$ cat config.mk
export PLATFORM = sky130hd
export DESIGN_NAME = fb_arbiter
export DESIGN_NICKNAME = d
export VERILOG_FILES = /design/src/rtl/fb_arbiter.sv
export SDC_FILE = /design/constraint.sdc
export NUM_CORES = 1
export LEC_CHECK = 0
export CORE_MARGIN = 3
export CORE_UTILIZATION = 46
export CTS_BUF_LIST = sky130_fd_sc_hd__clkbuf_4
export CTS_CLUSTER_SIZE = 20
export DETAILED_ROUTE_END_ITERATION = 8
export GPL_TIMING_DRIVEN = 0
export PLACE_DENSITY = 0.85
export SKIP_LAST_GASP = 1
export SYNTH_ARGS = -nofsm -noshare
export SYNTH_HDL_FRONTEND = slang
export SYNTH_SLANG_ARGS = --single-unit
export TNS_END_PERCENT = 5
$ cat constraint.sdc
create_clock -name clk -period 4.84 [get_ports clk]
set_input_delay 0.484 -clock clk [delete_from_list [all_inputs] [get_ports clk]]
set_output_delay 0.484 -clock clk [all_outputs]
set_load 0.05 [all_outputs]
$ cat src/rtl/fb_arbiter.sv
// Double-buffered frame buffer arbiter: display reads have strict priority over
// application reads/writes, which are steered to the back buffer.
module fb_arbiter #(
    parameter int ADDR_W = 16,
    parameter int DATA_W = 24
) (
    input  logic              clk,
    input  logic              reset,
    input  logic              disp_req,
    input  logic [ADDR_W-1:0] disp_addr,
    output logic              disp_valid,
    output logic [DATA_W-1:0] disp_data,
    input  logic              app_req,
    input  logic              app_we,
    input  logic [ADDR_W-1:0] app_addr,
    input  logic [DATA_W-1:0] app_wdata,
    output logic              app_ack,
    output logic              app_rvalid,
    output logic [DATA_W-1:0] app_rdata,
    input  logic              frame_start,
    input  logic              swap_req,
    output logic              front_buf,
    output logic              mem_en,
    output logic              mem_we,
    output logic [ADDR_W:0]   mem_addr,
    output logic [DATA_W-1:0] mem_wdata,
    input  logic [DATA_W-1:0] mem_rdata,
    output logic [15:0]       collisions,
    output logic [1:0]        access_state
);

    localparam logic [1:0] IDLE    = 2'd0;
    localparam logic [1:0] DISP_RD = 2'd1;
    localparam logic [1:0] APP_WR  = 2'd2;
    localparam logic [1:0] APP_RD  = 2'd3;

    // Handshakes: disp_req is a single-cycle strobe with no backpressure.
    // app_req is a level held with stable we/addr/wdata until app_ack; a request
    // seen while app_ack=1 is the tail of the acknowledged one and is ignored.
    // disp_valid / app_rvalid are one-cycle strobes, three cycles after request.

    logic [1:0] state;
    logic [1:0] state_next;
    logic [1:0] rd_tag;
    logic       swap_pending;
    logic       app_wins;
    logic       app_lost;

    assign access_state = state;
    assign app_wins     = app_req && !app_ack;
    assign app_lost     = disp_req && app_wins;

    always_comb begin
        state_next = IDLE;
        if (disp_req) begin
            state_next = DISP_RD;
        end else if (app_wins) begin
            state_next = app_we ? APP_WR : APP_RD;
        end
    end

    // Memory command register: the op for a request sampled in cycle N is
    // presented to the memory during N+1.
    always_ff @(posedge clk) begin
        if (reset) begin
            state     <= IDLE;
            mem_en    <= 1'b0;
            mem_we    <= 1'b0;
            mem_addr  <= '0;
            mem_wdata <= '0;
            app_ack   <= 1'b0;
        end else begin
            state   <= state_next;
            mem_en  <= (state_next != IDLE);
            mem_we  <= (state_next == APP_WR);
            app_ack <= (state_next == APP_WR) || (state_next == APP_RD);
            case (state_next)
                DISP_RD: mem_addr <= {front_buf, disp_addr};
                APP_RD:  mem_addr <= {~front_buf, app_addr};
                APP_WR: begin
                    mem_addr  <= {~front_buf, app_addr};
                    mem_wdata <= app_wdata;
                end
                default: begin
                    mem_addr  <= mem_addr;
                    mem_wdata <= mem_wdata;
                end
            endcase
        end
    end

    // rd_tag names the owner of the data arriving on mem_rdata this cycle.
    always_ff @(posedge clk) begin
        if (reset) begin
            rd_tag     <= IDLE;
            disp_valid <= 1'b0;
            disp_data  <= '0;
            app_rvalid <= 1'b0;
            app_rdata  <= '0;
        end else begin
            rd_tag     <= ((state == DISP_RD) || (state == APP_RD)) ? state : IDLE;
            disp_valid <= (rd_tag == DISP_RD);
            app_rvalid <= (rd_tag == APP_RD);
            if (rd_tag == DISP_RD) begin
                disp_data <= mem_rdata;
            end
            if (rd_tag == APP_RD) begin
                app_rdata <= mem_rdata;
            end
        end
    end

    // Swaps are deferred to vertical blanking; a same-cycle request counts.
    always_ff @(posedge clk) begin
        if (reset) begin
            front_buf    <= 1'b0;
            swap_pending <= 1'b0;
        end else if (frame_start && (swap_pending || swap_req)) begin
            front_buf    <= ~front_buf;
            swap_pending <= 1'b0;
        end else if (swap_req) begin
            swap_pending <= 1'b1;
        end
    end

    always_ff @(posedge clk) begin
        if (reset) begin
            collisions <= '0;
        end else if (app_lost && (collisions != 16'hFFFF)) begin
            collisions <= collisions + 16'd1;
        end
    end

endmodule

==> results.txt, run 1 <==
----------------------------------------------------
[Routing]
  DR vias/cell ... 5.11
  Routed length on met1 ... 5.22 mm
  Per-cell routed wire length ... 15.1 um
  Via count ... 4476
  Initial drt markers ... 188
  Total met3 wirelength after detailed routing ... 1.34 mm
  Final antenna-violating net count ... 0
  DR DRC count ... 0
  Total Wirelength ... 13.2 mm
  Router iterations before antenna repair ... 5
  Top Layer Used ... met4
  Length of routed met2 wiring ... 6.56 mm

[Timing]
  Fin Clk Skew ... 0.0215 ns
  Shortest clock period the worst path allows after layout ... 2.35 ns
  Post-route fraction of the period consumed by the critical path ... 0.485
  Unrepaired setup endpoints after global routing ... false
  Setup total negative slack ... 0 ns
  Maximum clock rate ... 426 MHz
  Worst-margin pin slew ... 0.693 ns
  Final hold violations ... 0
  Headroom to the max-slew limit ... 0.538
  Least setup slack across all paths after layout ... 2.49 ns
  Final setup violation count ... 0
  Slew Viols, Final ... 0

[Clock network]
  Clock-pin slew of the registers on the worst-case setup and hold paths ... 0.11 ns
  Clock tree buffer depth ... 2
  CTS Root Cell ... clkbuf_4
  H-Tree Depth ... 4
  CTS tree ... yes
  Number of clock buffers inserted by TritonCTS ... 17
  Total number of clock tree sinks ... 116
  Clk_lat worst skew ... 0.48 ns
  Post-CTS Setup Bufs ... 0
  Resized Gates After CTS ... 0
  Hold buffers post-CTS ... 0

[Critical path]
  CP max-delay cell ... clkdlybuf4s50_1
  Critical Path End ... collisions[9]
  Data arrival time of the worst path ... 1.86 ns
  CP bufs+invs ... 1
  Endpoint of the most critical register-to-register path ... collisions[1]
  Data required time of the worst path ... 4.36 ns
  Sort of element at the end of the critical path ... output port
  Highest fanout seen on the critical path ... 7
  Critical path launch point ... collisions[9]
  Register-to-register setup slack ... 2.88 ns
  Number of logic stages on the critical path including buffering ... 1
  CP Class ... flop to output port
  Biggest cell delay along the critical path ... 0.87 ns
  Worst r2r src ... collisions[1]
  CP top delay family ... buffers and inverters
  Startpoint types ... flop
  Depth of the worst register-to-register path ... 6
  Critical-path cell list ... clkdlybuf4s50_1

[Placed design]
  Minimum setup slack after placement ... 2.54 ns
  Count of buffers inserted at the top-level ports ... 197
  Routability cong. ... 0.843
  Placed insts ... 844
  HPWL after DPL ... 10.2 mm

[Floorplanning]
  Die area ... 11000 sq um
  Width of the die ... 105 um
  Starting utilization of the core area ... 0.479
  Number of placement rows ... 35
  Placeable core region ... 9370 sq um
  I/O pin count ... 200
  Die height ... 105 um

[Synth]
  Sequential fraction of the synthesis area ... 0.517
  Number of distinct standard cells referenced by the synthesized netlist ... 41
  Synthesized flop and latch total ... 116
  Primary flip-flop cell chosen by synthesis mapping ... dfxtp_1
  Synth Cell Area ... 4490 sq um
  Post-Syn Nets ... 606
  Fraction of registers with async set or reset after synthesis ... 0
  Yosys warning total ... 0
  Synth top area cells ... dfxtp_1 (52%), nand2_1 (13%), a21oi_1 (9.6%), mux2i_1 (3.8%), mux2_2 (3.8%)
  Post-synthesis cell count ... 518
  Post-synthesis area per instance ... 8.67 sq um
  Cell taking the most area after synthesis ... dfxtp_1
  Area share of the leading cell type in the synthesized netlist ... 0.517
  Number of enable-type register cells in the synthesized netlist ... 0

[Pwr]
  PwrDens ... 309 nW/um^2
  Worst-case vdd ir drop ... 0.176 mV
  Leak ... 2.46 nW

[Job]
  Max-Cap Viols ... 0

[Layout]
  Layout cells sized above 1 ... 0.0857
  Area growth from synthesis to layout ... 54.9%
  N_diodes ... 0
  Number of fillers in the final layout ... 702
  Final cell count without fillers ... 876
  # nets final ... 822

[Global route]
  Vias in the first global route ... 4389
  Wire length of the first global-routing pass ... 21.2 mm
  Initial antenna violation count ... 0
  Overflow left after global routing ... 0
  GRT Overall Usage ... 0.237
  Largest net degree at the start of global routing ... 17

[Min path]
  Worst min-delay path class ... primary input to flop

[Status]
  Run status ... complete, no violations

----------------------------------------------------
==> power by group <==
group	internal, mW	leakage, nW	switching (mW)
clock	0.415	0.168	0.386
combinational	0.151	1.35	0.194
sequential	0.985	0.944	0.0172
total	1.55	2.46	0.598
==> state kept, by name (all words and copies together), names as in the netlist <==
register and cells:
swap_pending 1, disp_valid 1, mem_addr 17, access_state 2, app_rdata 24, disp_data 24
mem_we 1, app_rvalid 1, front_buf 1, collisions 16, app_ack 1, rd_tag 2
mem_wdata 24, mem_en 1
==> logic make-up after synthesis <==
group,share of synthesized area
DFF,0.517
AOI/OAI and AO/OA,0.129
and+or+nand+nor,0.228
buffers and inverters,0.0393
xor gates and xnor gates,0.00585
muxes,0.0780
adders and majority gates,0.00279
==> synthesized netlist by cell type, drive strengths merged, types with 3 or more instances <==
cell type,instances
nand2,151
dfxtp,116
a21oi,87
clkbuf,28
nor2,26
mux2i,17
mux2,16
buf,8
o21ai,7
o31ai,7
or4,7
nand3,6
nand4,6
or3,5
and2,4
nor2b,4
nor3,3
nor3b,3
xor2,3
==> cell usage in the layout, fill, tap and decap left out, drive strengths merged, types with 7 or more instances in the layout <==
master         instances
nand2                151
a21oi                 87
o31ai                  7
nor2                  26
or4                    7
o21ai                  7
clkbuf                45
clkdlybuf4s50        197
buf                    8
dfxtp                116
mux2i                 17
mux2                  16
==> stage by stage <==
stage | power [mW] | hold WS, ns | util | instance area [sq um]
finish | 2.15 | 0.218 | 0.742 | 6960
global route | 2.24 | 0.173 | 0.742 | 6960
CTS | 2.17 | 0.169 | 0.742 | 6960
detailed placement | 1.37 | 0.447 | 0.707 | 6620
global placement | 1.36 | 0.441 | 0.707 | 6620
floorplan | 1.21 | 0.465 | - | 4490
==> metal layers <==
| layer | track usage | up-vias |
|---|---|---|
| li1 | - | 2180 |
| met1 | 0.263 | 2076 |
| met2 | 0.415 | 209 |
| met3 | 0.0976 | 11 |
| met4 | 0.0647 | 0 |
| met5 | 0 | - |
==> layout make-up <==
| type | instances | area, sq um | area share |
|---|---|---|---|
| clock inverters | 15 | 204 | 0.0293 |
| multi-input cells | 365 | 1990 | 0.286 |
| flip-flops and latches | 116 | 2320 | 0.334 |
| repair buffers | 197 | 1970 | 0.284 |
| inverters | 1 | 3.75 | 0.000540 |
| clock buffers | 17 | 128 | 0.0183 |
| plain buffers | 36 | 173 | 0.0248 |
| well taps | 129 | 161 | 0.0232 |
==> how the worst min path moves through the flow <==
stage / start / to / cells past startpoint / slack (ns)
after floorplan: swap_pending / swap_pending / 2 / 0.47
after CTS: disp_req / app_ack / 2 / 0.17
final: disp_req / app_ack / 2 / 0.22
after detailed placement: app_rdata[12] / app_rdata[12] / 2 / 0.45
after global routing: disp_req / app_ack / 2 / 0.17
after global placement: app_rdata[2] / app_rdata[2] / 2 / 0.44
Power figures use the tool's default switching activity.
==> run 2, diff against run 1 <==
- CORE_UTILIZATION: 46 -> 43
- PLACE_DENSITY: 0.85 -> 0.8
- clock period: 4.84 -> 2.2 ns (I/O delays scaled with it)
==> run 2 against run 1 <==
Against the previous run: wire length decreased by 0.96%; critical path type unchanged; register-to-register slack got worse by 2.6 ns; cell count increased by 0.46%; clock-buffer cell count unchanged; highest routed layer unchanged; largest power group unchanged; sequential share of layout area increased by 0.11 points; non-clock buffer count increased by 1; setup slack got worse by 2.4 ns.
==> results.txt, run 2 (synthesized netlist as in run 1, its figures left out) <==
----------------------------------------------------
[Timing]
  Maximum clock rate ... 481 MHz
  Final setup violation count ... 0
  Shortest clock period the worst path allows after layout ... 2.08 ns
  Final hold violations ... 0
  Post-route fraction of the period consumed by the critical path ... 0.945
  Fin Clk Skew ... 0.0160 ns
  Slew Viols, Final ... 0
  Headroom to the max-slew limit ... 0.546
  Unrepaired setup endpoints after global routing ... false
  Worst-margin pin slew ... 0.681 ns
  Setup total negative slack ... 0 ns

[Layout]
  Area growth from synthesis to layout ... 54.4%
  Layout cells sized above 1 ... 0.0830
  # nets final ... 823
  Leading cell types in the layout, fill and taps excluded ... clkdlybuf4s50_1 (196), nand2_1 (151), dfxtp_1 (116), a21oi_1 (86), clkbuf_1 (27)
  Biggest registers after layout ... app_rdata (24), disp_data (24), mem_wdata (24)
  N_diodes ... 0
  Number of fillers in the final layout ... 798
  Most common cell after layout, fill and taps aside ... clkdlybuf4s50_1

[Floorplanning]
  Die height ... 108 um
  Starting utilization of the core area ... 0.451
  Width of the die ... 108 um
  Placeable core region ... 9950 sq um
  Number of placement rows ... 36
  Die area ... 11700 sq um
  I/O pin count ... 200

[Job]
  Max-Cap Viols ... 0

[Critical path]
  CP max-delay cell ... clkdlybuf4s50_1
  Data arrival time of the worst path ... 1.86 ns
  Highest fanout seen on the critical path ... 6
  CP Class ... flop to output port
  Critical-path cell list ... clkdlybuf4s50_1
  CP bufs+invs ... 1
  Sort of element at the end of the critical path ... output port
  Biggest cell delay along the critical path ... 0.86 ns
  CP top delay family ... buffers and inverters
  Startpoint types ... flop
  Data required time of the worst path ... 1.98 ns

[Placed design]
  Count of buffers inserted at the top-level ports ... 197
  Routability cong. ... 0.838
  HPWL after DPL ... 10.1 mm

[Pwr]
  Internal Dissipation ... 3.27 mW
  PwrDens ... 656 nW/um^2
  Leak ... 2.46 nW
  Total power of the final layout ... 4.55 mW
  Relative contribution of combinational cells to total power ... 0.167
  Worst-case vdd ir drop ... 0.364 mV
  Seq pwr share ... 0.484
  Share of total power consumed by net switching ... 0.281
  Part of the power in the clock network ... 0.348
  Net switching component of the power ... 1.28 mW

[Global route]
  Vias in the first global route ... 4353
  Overflow left after global routing ... 0
  GRT Overall Usage ... 0.225
  Initial antenna violation count ... 0
  Wire length of the first global-routing pass ... 20.8 mm
  Largest net degree at the start of global routing ... 17

[Routing]
  DR DRC count ... 0
  Router iterations before antenna repair ... 4
  Per-cell routed wire length ... 14.9 um
  Via count ... 4446
  Total Wirelength ... 13.1 mm
  Initial drt markers ... 141
  Final antenna-violating net count ... 0
  DR vias/cell ... 5.05

[Clock network]
  Number of clock buffers inserted by TritonCTS ... 17
  Clock-pin slew of the registers on the worst-case setup and hold paths ... 0.10 ns
  CTS tree ... yes
  H-Tree Depth ... 4
  Clock tree buffer depth ... 2
  Clk_lat worst skew ... 0.51 ns
  CTS Root Cell ... clkbuf_4
  Total number of clock tree sinks ... 116

[Min path]
  Worst min-delay path class ... primary input to flop

[Status]
  Run status ... complete, no violations

----------------------------------------------------
[run 2: path summary, 6_finish.rpt]
| kind | from | slack, ns | end | depth (start not counted) |
|---|---|---|---|---|
| worst max register to register | collisions[0] | 0.30 | collisions[1] | 6 |
| worst min register to register | disp_data[8] | 0.46 | disp_data[8] | 2 |
| worst max-delay path | collisions[11] | 0.12 | collisions[11] | 1 |
| worst min-delay path | reset | 0.08 | rd_tag[0] | 2 |
[run 2: layer usage]
metal	global-route usage	vias to the layer above	part of all wire
li1	-	2197	-
met1	0.261	2036	0.40
met2	0.385	199	0.49
met3	0.0770	14	0.099
met4	0.0784	0	0.013
met5	0	-	0
[run 2: cell type report]
cell class / instances / area, sq um / area share
clock inverters: 14 / 163 / 0.0235
well taps: 133 / 166 / 0.0240
inverters: 1 / 3.75 / 0.000542
plain buffers: 36 / 173 / 0.0249
clock buffers: 17 / 128 / 0.0184
flip-flops and latches: 116 / 2320 / 0.335
multi-input cells: 365 / 1990 / 0.287
repair buffers: 198 / 1980 / 0.286
[run 2: stage by stage]
step           utilization  area, sq um  cells  hold slack [ns]  worst slack (ns)
5_1_grt              0.696         6930    880           0.0708            0.0211
3_5_place_dp         0.666         6630    848            0.430             0.160
3_3_place_gp         0.666         6630    848            0.432             0.205
4_1_cts              0.696         6930    880           0.0541            0.0327
6_report             0.696         6930    880           0.0838             0.122
2_1_floorplan            -         4490    518            0.299             0.133
[run 2: what timing repair did]
item,in CTS,in global routing
buffers inserted,0,0
endpoints found under the hold margin,2,0
resized for setup,0,1
hold buffers,1,0
endpoints found under the setup margin,0,1
[run 2: power groups by stage]
stage | Clock, mW | Combinational (mW) | Sequential, mW
after CTS | 1.62 | 0.765 | 2.20
after detailed placement | 0 | 0.760 | 2.25
after global placement | 0 | 0.748 | 2.25
after floorplan | 0 | 0.195 | 2.47
final | 1.59 | 0.761 | 2.20
after global routing | 1.73 | 0.807 | 2.21
==> run 3, diff against run 2 <==
- ABC_AREA: unset -> 1
==> run 3 against run 2 <==
Against the previous run: combinational power increased by 12%; core utilization increased by 0.60 points; wire length rose by 3.6%; global-route usage is 0.90 points higher; area after synthesis hardly changed; largest power group unchanged; design area is 0.87% higher; register-to-register slack gained 0.28 ns; synthesized cell count up 17%; via count up 5.3%; clock power increased by 15%; largest cell class unchanged; non-clock buffer count fell by 6.
==> results.txt, run 3 <==
----------------------------------------------------
[Synth]
  Post-Synth Adder-Cell Area ... 0.00278
  Primary flip-flop cell chosen by synthesis mapping ... dfxtp_1
  Synth top area cells ... dfxtp_1 (52%), nor2_1 (15%), nand2_1 (8.4%), o21ai_0 (7.8%), inv_1 (2.3%)
  Number of enable-type register cells in the synthesized netlist ... 0
  Combinational family with the most area after synthesis ... simple AND/OR/NAND/NOR gates
  Area share of the leading cell type in the synthesized netlist ... 0.517
  Basic-gate share of the synthesized area counting and, or, nand and nor cells ... 0.299
  Synthesized-area fraction occupied by xor and xnor cells ... 0.00390
  Yosys warning total ... 0
  Synthesized flop and latch total ... 116
  Synth Cell Area ... 4490 sq um
  Portion of netlist area occupied by mux cells ... 0
  Synth Area in Compound Gates ... 0.118
  Cell taking the most area after synthesis ... dfxtp_1
  Count leader, synth ... nor2_1
  Sequential fraction of the synthesis area ... 0.517
  Commonest cells in the synthesized netlist ... nor2_1 (180), dfxtp_1 (116), nand2_1 (100)
  Fraction of registers with async set or reset after synthesis ... 0
  Number of distinct standard cells referenced by the synthesized netlist ... 33
  Post-Syn Nets ... 693
  Post-synthesis cell count ... 605
  Post-synthesis area per instance ... 7.43 sq um

[Timing]
  Setup total negative slack ... 0 ns
  Headroom to the max-slew limit ... 0.616
  Unrepaired setup endpoints after global routing ... false
  Worst-margin pin slew ... 0.574 ns
  Final setup violation count ... 0
  Slew Viols, Final ... 0
  Maximum clock rate ... 486 MHz
  Final hold violations ... 0
  Fin Clk Skew ... 0.0143 ns
  Shortest clock period the worst path allows after layout ... 2.06 ns
  Post-route fraction of the period consumed by the critical path ... 0.935
  Least setup slack across all paths after layout ... 0.143 ns

[Layout]
  Layout cells sized above 1 ... 0.0813
  Area growth from synthesis to layout ... 55.6%
  Most common cell after layout, fill and taps aside ... clkdlybuf4s50_1
  Biggest registers after layout ... app_rdata (24), disp_data (24), mem_wdata (24)
  Number of fillers in the final layout ... 831
  N_diodes ... 0
  # nets final ... 911
  Final Cell Area ... 6990 sq um
  Layout Utilization ... 0.702
  Final cell count without fillers ... 969
  Leading cell types in the layout, fill and taps excluded ... clkdlybuf4s50_1 (198), nor2_1 (180), dfxtp_1 (116), nand2_1 (100), o21ai_0 (70)

[Clock network]
  Post-CTS Setup Bufs ... 0
  Clock-pin slew of the registers on the worst-case setup and hold paths ... 0.10 ns
  Number of clock buffers inserted by TritonCTS ... 17
  Clk_lat worst skew ... 0.49 ns
  H-Tree Depth ... 4
  Clock tree buffer depth ... 2
  CTS Root Cell ... clkbuf_4
  CTS tree ... yes
  Total number of clock tree sinks ... 116

[Global route]
  GRT Overall Usage ... 0.234
  Wire length of the first global-routing pass ... 21.6 mm
  Overflow left after global routing ... 0
  Vias in the first global route ... 4503
  Initial antenna violation count ... 0
  Largest net degree at the start of global routing ... 17

[Critical path]
  Startpoint types ... flop
  Biggest cell delay along the critical path ... 0.86 ns
  CP bufs+invs ... 1
  CP top delay family ... buffers and inverters
  Sort of element at the end of the critical path ... output port
  Highest fanout seen on the critical path ... 6
  CP max-delay cell ... clkdlybuf4s50_1
  Data required time of the worst path ... 1.98 ns
  Data arrival time of the worst path ... 1.84 ns
  Register-to-register setup slack ... 0.58 ns
  CP Class ... flop to output port
  Critical-path cell list ... clkdlybuf4s50_1

[Placed design]
  HPWL after DPL ... 10.4 mm
  Minimum setup slack after placement ... 0.357 ns
  Routability cong. ... 0.845
  Placed insts ... 936
  Placed standard-cell area ... 6640 sq um
  Count of buffers inserted at the top-level ports ... 198

[Status]
  Run status ... complete, no violations

[Floorplanning]
  Starting utilization of the core area ... 0.451
  I/O pin count ... 200
  Number of placement rows ... 36
  Placeable core region ... 9950 sq um
  Die area ... 11700 sq um
  Die height ... 108 um
  Width of the die ... 108 um

[Routing]
  Total Wirelength ... 13.5 mm
  Via count ... 4680
  Router iterations before antenna repair ... 4
  Per-cell routed wire length ... 14.0 um
  DR DRC count ... 0
  Initial drt markers ... 210
  DR vias/cell ... 4.83
  Final antenna-violating net count ... 0

[Pwr]
  PwrDens ... 702 nW/um^2
  Worst-case vdd ir drop ... 0.352 mV
  Leak ... 2.77 nW

[Job]
  Max-Cap Viols ... 0

[Min path]
  Worst min-delay path class ... primary input to flop

----------------------------------------------------
-- run 3: repair_timing --
| action | CTS | global route |
|---|---|---|
| endpoints found under the setup margin | 0 | 0 |
| resized for setup | 0 | 0 |
| hold buffers | 1 | 0 |
| endpoints found under the hold margin | 2 | 0 |
-- run 3: final cells by class --
| class | instances | area (sq um) | share of cell area |
|---|---|---|---|
| buffer | 29 | 146 | 0.0209 |
| inverter | 32 | 121 | 0.0174 |
| tap | 133 | 166 | 0.0238 |
| timing repair buffer | 199 | 1990 | 0.285 |
| clock buffer | 17 | 128 | 0.0183 |
| clock inverter | 15 | 213 | 0.0304 |
| multi-input combinational | 428 | 1900 | 0.272 |
| sequential | 116 | 2320 | 0.332 |
-- run 3: worst paths after layout --
path                   startpoint            end  cells after the start
setup / recovery    collisions[3]  collisions[3]                      1
hold reg to reg   access_state[0]      rd_tag[0]                      2
setup reg to reg    collisions[1]  collisions[4]                      7
hold / removal        app_addr[9]    mem_addr[9]                      3
-- run 3: kinds of logic (layout without fill, tap and decap cells) --
family          Yosys count  in the layout
simple gates            324            324
flops                   116            116
compound gates          101            101
buf+inv                  61            292
xor+xnor                  2              2
fa+ha+maj                 1              1
-- run 3: routing by layer --
metal,share of wire,up-vias,GRT usage
li1,-,2368,-
met1,0.40,2112,0.267
met2,0.49,185,0.410
met3,0.093,15,0.0866
met4,0.011,0,0.0649
met5,0,-,0
-- run 3: tightest hold or removal path: stages --
cell and delay [ns]:
clkdlybuf4s50_1 0.39, nand2_1 0.06, a31oi_1 0.07
-- run 3: power breakdown --
group	total (mW)	leakage (nW)	switching, mW	internal [mW]
Sequential	2.23	0.946	0.0446	2.18
Combinational	0.854	1.65	0.512	0.342
Clock	1.83	0.171	0.821	1.00
Total	4.91	2.77	1.38	3.53
-- run 3: metrics by stage --
| step | power, mW | hold slack, ns |
|---|---|---|
| 2_1_floorplan | 2.74 | 0.299 |
| 3_3_place_gp | 3.11 | 0.428 |
| 6_report | 4.91 | 0.304 |
| 4_1_cts | 4.93 | 0.260 |
| 3_5_place_dp | 3.13 | 0.427 |
| 5_1_grt | 5.11 | 0.272 |
